--- src/rtl/instr_ctrl_unit_if.sv ---
// Instruction-memory fetch bus: request/address from the control unit,
// valid/data back from memory.
interface instr_ctrl_unit_if #(
    parameter int unsigned PC_W = 8
) ();
    logic            instr_req;
    logic [PC_W-1:0] instr_addr;
    logic            instr_valid;
    logic [31:0]     instr_data;

    // Control-unit side.
    modport master (
        output instr_req,
        output instr_addr,
        input  instr_valid,
        input  instr_data
    );

    // Instruction-memory side.
    modport slave (
        input  instr_req,
        input  instr_addr,
        output instr_valid,
        output instr_data
    );
endinterface

--- src/rtl/instr_ctrl_unit.sv ---
// Multi-cycle fetch/decode/control stage feeding the 8x8 register file.
// Walks FETCH -> DECODE -> EXEC -> WB per instruction; an illegal opcode
// parks the unit in ERROR until reset. All outputs are registered.
module instr_ctrl_unit #(
    parameter int unsigned PC_W    = 8,
    parameter int unsigned PC_STEP = 4,
    parameter int unsigned NREG_AW = 3
) (
    input  logic                 clk,
    input  logic                 reset,
    instr_ctrl_unit_if.master    imem,
    output logic [NREG_AW-1:0]   inaddr,
    output logic [NREG_AW-1:0]   out1addr,
    output logic [NREG_AW-1:0]   out2addr,
    output logic                 reg_we,
    output logic [2:0]           alu_sel,
    output logic                 sub_sel,
    output logic                 imm_sel,
    output logic [7:0]           imm,
    output logic [PC_W-1:0]      pc,
    output logic                 illegal
);
    typedef enum logic [2:0] {StFetch, StDecode, StExec, StWb, StError} state_e;

    localparam logic [7:0] OpLoadi = 8'h00;
    localparam logic [7:0] OpMov   = 8'h01;
    localparam logic [7:0] OpAdd   = 8'h02;
    localparam logic [7:0] OpSub   = 8'h03;
    localparam logic [7:0] OpAnd   = 8'h04;
    localparam logic [7:0] OpOr    = 8'h05;

    state_e               state_q, state_d;
    logic [PC_W-1:0]      pc_q, pc_d;
    logic                 instr_req_q, instr_req_d;
    logic                 reg_we_q, reg_we_d;
    logic                 illegal_q, illegal_d;
    logic [7:0]           op_q, op_d;
    logic [NREG_AW-1:0]   inaddr_q, inaddr_d;
    logic [NREG_AW-1:0]   out1addr_q, out1addr_d;
    logic [NREG_AW-1:0]   out2addr_q, out2addr_d;
    logic [2:0]           alu_sel_q, alu_sel_d;
    logic                 sub_sel_q, sub_sel_d;
    logic                 imm_sel_q, imm_sel_d;
    logic [7:0]           imm_q, imm_d;

    // Next-state, PC and control decode; controls load only when a fetch completes.
    always_comb begin
        state_d     = state_q;
        pc_d        = pc_q;
        instr_req_d = instr_req_q;
        reg_we_d    = 1'b0;
        illegal_d   = illegal_q;
        op_d        = op_q;
        inaddr_d    = inaddr_q;
        out1addr_d  = out1addr_q;
        out2addr_d  = out2addr_q;
        alu_sel_d   = alu_sel_q;
        sub_sel_d   = sub_sel_q;
        imm_sel_d   = imm_sel_q;
        imm_d       = imm_q;

        unique case (state_q)
            StFetch: begin
                instr_req_d = 1'b1;
                // Only a response to an outstanding request is accepted.
                if (imem.instr_valid && instr_req_q) begin
                    instr_req_d = 1'b0;
                    state_d     = StDecode;
                    op_d        = imem.instr_data[31:24];
                    inaddr_d    = imem.instr_data[16 +: NREG_AW];
                    out1addr_d  = imem.instr_data[8 +: NREG_AW];
                    out2addr_d  = imem.instr_data[0 +: NREG_AW];
                    imm_d       = imem.instr_data[7:0];
                    alu_sel_d   = 3'b000;
                    sub_sel_d   = 1'b0;
                    imm_sel_d   = 1'b0;
                    case (imem.instr_data[31:24])
                        OpLoadi: imm_sel_d = 1'b1;
                        OpMov:   alu_sel_d = 3'b000;
                        OpAdd:   alu_sel_d = 3'b001;
                        OpSub: begin
                            alu_sel_d = 3'b001;
                            sub_sel_d = 1'b1;
                        end
                        OpAnd:   alu_sel_d = 3'b010;
                        OpOr:    alu_sel_d = 3'b011;
                        default: alu_sel_d = 3'b000;
                    endcase
                end
            end
            StDecode: begin
                if (op_q <= OpOr) begin
                    state_d = StExec;
                end else begin
                    state_d   = StError;
                    illegal_d = 1'b1;
                end
            end
            StExec: begin
                state_d  = StWb;
                reg_we_d = 1'b1;
            end
            StWb: begin
                state_d     = StFetch;
                instr_req_d = 1'b1;
                pc_d        = pc_q + PC_W'(PC_STEP);
            end
            StError: begin
                instr_req_d = 1'b0;
                illegal_d   = 1'b1;
            end
            default: state_d = StError;
        endcase
    end

    // State register; synchronous reset overrides any pending write or PC step.
    always_ff @(posedge clk) begin
        if (reset) begin
            state_q     <= StFetch;
            pc_q        <= '0;
            instr_req_q <= 1'b0;
            reg_we_q    <= 1'b0;
            illegal_q   <= 1'b0;
            op_q        <= '0;
            inaddr_q    <= '0;
            out1addr_q  <= '0;
            out2addr_q  <= '0;
            alu_sel_q   <= '0;
            sub_sel_q   <= 1'b0;
            imm_sel_q   <= 1'b0;
            imm_q       <= '0;
        end else begin
            state_q     <= state_d;
            pc_q        <= pc_d;
            instr_req_q <= instr_req_d;
            reg_we_q    <= reg_we_d;
            illegal_q   <= illegal_d;
            op_q        <= op_d;
            inaddr_q    <= inaddr_d;
            out1addr_q  <= out1addr_d;
            out2addr_q  <= out2addr_d;
            alu_sel_q   <= alu_sel_d;
            sub_sel_q   <= sub_sel_d;
            imm_sel_q   <= imm_sel_d;
            imm_q       <= imm_d;
        end
    end

    assign imem.instr_req  = instr_req_q;
    assign imem.instr_addr = pc_q;
    assign inaddr          = inaddr_q;
    assign out1addr        = out1addr_q;
    assign out2addr        = out2addr_q;
    assign reg_we          = reg_we_q;
    assign alu_sel         = alu_sel_q;
    assign sub_sel         = sub_sel_q;
    assign imm_sel         = imm_sel_q;
    assign imm             = imm_q;
    assign pc              = pc_q;
    assign illegal         = illegal_q;
endmodule

--- src/flat_wrapper.sv ---
// flat-port wrapper written by rule: the top's interface ports become plain ports
module instr_ctrl_unit_flat 
#(
    parameter int unsigned PC_W    = 8,
    parameter int unsigned PC_STEP = 4,
    parameter int unsigned NREG_AW = 3
)
  (clk, reset, inaddr, out1addr, out2addr, reg_we, alu_sel, sub_sel, imm_sel, imm, pc, illegal, imem_instr_req, imem_instr_addr, imem_instr_valid, imem_instr_data);
  instr_ctrl_unit_if #(.PC_W(PC_W)) imem_i ();
  input  logic clk;
  input  logic reset;
  output logic [NREG_AW-1:0] inaddr;
  output logic [NREG_AW-1:0] out1addr;
  output logic [NREG_AW-1:0] out2addr;
  output logic reg_we;
  output logic [2:0] alu_sel;
  output logic sub_sel;
  output logic imm_sel;
  output logic [7:0] imm;
  output logic [PC_W-1:0] pc;
  output logic illegal;
  output wire logic [$bits(imem_i.instr_req)-1:0] imem_instr_req;
  output wire logic [$bits(imem_i.instr_addr)-1:0] imem_instr_addr;
  input wire logic [$bits(imem_i.instr_valid)-1:0] imem_instr_valid;
  input wire logic [$bits(imem_i.instr_data)-1:0] imem_instr_data;
  assign imem_instr_req = imem_i.instr_req;
  assign imem_instr_addr = imem_i.instr_addr;
  assign imem_i.instr_valid = imem_instr_valid;
  assign imem_i.instr_data = imem_instr_data;
  instr_ctrl_unit #(.PC_W(PC_W), .PC_STEP(PC_STEP), .NREG_AW(NREG_AW)) u_core (.clk(clk), .reset(reset), .imem(imem_i), .inaddr(inaddr), .out1addr(out1addr), .out2addr(out2addr), .reg_we(reg_we), .alu_sel(alu_sel), .sub_sel(sub_sel), .imm_sel(imm_sel), .imm(imm), .pc(pc), .illegal(illegal));
endmodule
--- config.mk ---
export PLATFORM = sky130hd
export DESIGN_NAME = instr_ctrl_unit_flat
export DESIGN_NICKNAME = d
export VERILOG_FILES = /design/src/rtl/instr_ctrl_unit_if.sv /design/src/rtl/instr_ctrl_unit.sv /design/src/flat_wrapper.sv
export SDC_FILE = /design/constraint.sdc
export NUM_CORES = 1
export LEC_CHECK = 0
export ABC_AREA = 1
export CAP_MARGIN = 5
export CORE_MARGIN = 2
export CORE_UTILIZATION = 40
export CTS_CLUSTER_SIZE = 25
export DETAILED_ROUTE_END_ITERATION = 8
export PLACE_DENSITY = 0.83
export SLEW_MARGIN = 20
export SYNTH_ARGS = -nofsm -noshare
export SYNTH_HDL_FRONTEND = slang
export SYNTH_SLANG_ARGS = --single-unit
--- constraint.sdc ---
create_clock -name clk -period 1.3 [get_ports clk]
set_clock_uncertainty 0.1 [all_clocks]
set_input_delay 0.26 -clock clk [delete_from_list [all_inputs] [get_ports clk]]
set_output_delay 0.26 -clock clk [all_outputs]
set_load 0.005 [all_outputs]
==> results of run 1 <==
routing by layer:
metal | global-route usage | share of wire | vias to the layer above
li1 | - | - | 795
met1 | 0.184 | 0.39 | 750
met2 | 0.309 | 0.52 | 68
met3 | 0.0693 | 0.065 | 13
met4 | 0.0689 | 0.027 | 0
met5 | 0 | 0 | -
cell usage in the layout, fill, tap and decap left out, types with 2 or more instances in the layout:
cell and n:
nand2_1 42, dfxtp_1 23, nor2_1 14, clkbuf_8 5
dfxtp_2 14, nand2_4 7, xor2_1 2, inv_2 2
nor2_4 2, clkbuf_16 3, inv_1 13, a21oi_1 26
nor3_1 2, clkdlybuf4s50_1 23, dlygate4sd2_1 34, buf_4 18
buf_6 4, o21ai_0 4, nand3_4 2, clkbuf_1 3
buf_12 3, nand3_1 7, nand2_2 6, nand4_1 2
conb_1 5, a21oi_2 7
cells by family after synthesis:
family	Yosys count
adder cells (fa/ha/maj)	1
XOR/XNOR	2
buffers and inverters	38
AO/OA/AOI/OAI	40
AND/OR/NAND/NOR	86
other	1
flip-flops	37
what timing repair did:
| action | in CTS | in global routing |
|---|---|---|
| hold buffers | 0 | 0 |
| resized for setup | 52 | 46 |
| buffers inserted | 5 | 3 |
| gates cloned | 0 | 4 |
| pin swaps | 0 | 6 |
| setup endpoints to repair | 36 | 28 |
| hold endpoints to repair | 0 | 0 |
registers in the layout, summed over array words and instances, names as in the netlist:
register and count:
u_core.state_q 3, u_core.reg_we 1, u_core.out1addr 3, u_core.inaddr 3, u_core.imm_sel 1, u_core.sub_sel 1, u_core.imm 8, u_core.imem.instr_addr 6
u_core.illegal 1, u_core.imem.instr_req 1, u_core.alu_sel 2, u_core.op_q 7
through the flow:
| step | total power (W) | util | setup TNS [ps] | setup slack [ps] | std cells |
|---|---|---|---|---|---|
| 2_1_floorplan | 0.00208 | - | 0 | 124 | 209 |
| 3_3_place_gp | 0.00253 | 0.598 | -6160 | -266 | 311 |
| 3_5_place_dp | 0.00256 | 0.598 | -6970 | -303 | 311 |
| 4_1_cts | 0.00328 | 0.620 | -3.26 | -3.26 | 324 |
| 5_1_grt | 0.00399 | 0.694 | -954 | -104 | 331 |
| 6_report | 0.00379 | 0.694 | -28.9 | -28.7 | 331 |
final cells by class:
type	count	area [um2]
clock buffer	8	80.1
fill	328	1140
inverter	16	65.1
multi-input combinational	134	748
sequential	37	758
tap	48	60.1
timing repair buffer	88	866
worst reg2reg max path: stages (launching register included):
cell and delay, ps:
dfxtp_2 330, buf_6 100, nand2_4 50, inv_2 60
nand3_4 110, inv_6 110, clkbuf_16 160, nand2_1 60
a21oi_1 160
power by group through the flow:
stage / logic [W] / registers [W] / clock network, W
6_report: 0.00153 / 0.00148 / 0.000782
3_5_place_dp: 0.00109 / 0.00147 / 0
4_1_cts: 0.00106 / 0.00144 / 0.000790
2_1_floorplan: 0.000609 / 0.00147 / 0
3_3_place_gp: 0.00107 / 0.00146 / 0
5_1_grt: 0.00166 / 0.00149 / 0.000830
worst max path at each step:
stage	end	cells past startpoint
global route	u_core.op_q[2]	8
global placement	u_core.alu_sel[0]	8
floorplan	u_core.imm[0]	6
CTS	imm[0]	2
finish	u_core.op_q[2]	8
detailed placement	u_core.alu_sel[0]	8
==> impl_results.md, run 1 <==
* Status: finished, violations left
* Failing checks: setup timing
* Clk pwr share at 0.206
* CP startpoint kind: flop
* FF-to-FF End: u_core.op_q[2]
* DRT Wirelength at between 4000 and 5000 um
* Placer Congestion at 0.766
* Final Hold Viols at 0
* Combinational Power Share at 0.404
* Top cell type's share of synthesized area at 0.471
* Worst Hold Class: input port to flop
* CP delay by family, top: buffers and inverters
* Wire length of the first global-routing pass at 5770 um
* Crit path launch: u_core.imem.instr_req
* Max-slew violation count at 0
* CTS buffer count at 5
* Synthesis-to-layout area growth at 63.9%
* Total of max-cap violations at 0
* Peak Freq at approximately 750 MHz
* Main combinational cell family by area after synthesis: simple AND/OR/NAND/NOR gates
* TritonCTS clock tree: yes
* Final setup margin at -28.7 ps
* Area post-placement at 0.00222 mm2
* Pint at about 0.0025 W
* Final Hold Slack at roughly 260 ps
* DR iter-0 viols at 89
* Final period util at 1.02
* CP Class: flop to flop
* Vias/cell at 4.91
* Crit-path max FO at 11
* Endpoint of the worst hold path: u_core.imem.instr_req
* Biggest area consumer among synthesized cells: dfxtp_1
* Async SR Flop Fraction at 0
* Die width at roughly 67 um
* Root buffer cell: clkbuf_8
* Post-DR wirelength/cell at 13.5 um
* Final min period at approximately 1300 ps
* Worst Path Buf+Inv at 4
* Total grt overflow at 0
* Worst endpoint data arrival time at roughly 1400 ps
* Final nets at 318
* Core area at around 0.0037 mm2
* IO buf count at 60
* Crit end category: flop
* Finished Cell Area at around 0.0026 mm2
* Vias in the first global route at about 1,400
* Top-count cell post-synth: nand2_1
* Synth Area in XOR/XNOR at 0.0111
* Worst R2R Path Depth at 8
* Largest stage delay on the critical path at roughly 330 ps
* Rows at 22
* Post-Synth Adder-Cell Area at 0.00796
* Sw Ratio at 0.331
* Synth Register Bits at 37
* Synth top cells by count: nand2_1 (55), dfxtp_1 (37), a21oi_1 (33)
* Total I/O pin count at 76
* Synth area leaders: dfxtp_1 (47%), nand2_1 (13%), a21oi_1 (11%)
* Die Footprint at 0.00445 mm2
* Hold Startpoint: imem_instr_valid
* LEAKAGE at approximately 1.2 nW
* Share of cells above drive strength 1 at 0.279
* CTS sink cnt at 37
* Initial antenna violation count at 0
* Worst endpoint required time at ~1400 ps
* Simple-gate share of the synthesized area at 0.232
* HPWL after DPL at ~2600 um
* Compound-Gate Fraction of Synth Area at 0.128
* Antenna cells at 0
* Final setup violation count at 2
* Final ANT Viol Nets at 0
* Netlist cell types at 20
* Total Routing Usage GR at 0.175
* Register-to-register setup slack at -30 ps
* Gate Count Post-Synth at between 200 and 250
* Sw Pwr at approximately 0.0013 W
* Cell Area, Synth at between 0.0015 and 0.002 mm2
* Router iterations before antenna repair at 4
* Post-Synthesis Mean Instance Area at roughly 7.7 um2
* Initial Util at 0.423
* # DRC at 0
* Crit path cell chain: buf_6, nand2_4, inv_2, nand3_4, inv_6, clkbuf_16, nand2_1, a21oi_1
* Mux cell area share after synthesis at 0
* Max rail drop VDD at about 740 uV
* Hold path cells at 4
* Vias at ~1,600
* Reg clk slew, reported paths at about 70 ps
* Synth warnings at 0
* Die H at roughly 67 um
* Max Root-Sink Buffers at 2
* Largest net degree at the start of global routing at 26
* CTS H-Tree Depth at 2
* Seq/Total Area, Yosys at 0.471
* Clock Latency Late Sink at 300 ps
* Critical Path Slowest Stage Cell: dfxtp_2
* Synth Flop Type: dfxtp_1
* P per Cell Area at ~1500 mW/mm2
* Post-synth EDFFs at 0
* RSZ-0062 raised after global routing: true
* Reg power frac at 0.390
* RR Startpoint: u_core.imem.instr_req
No activity file was read; power rests on OpenSTA's default activity.
==> inputs of run 2 (changes only) <==
CAP_MARGIN = 30   (was 5)
==> results of run 2 <==
The final DEF is identical to that of run 1; final timing and power are the same.
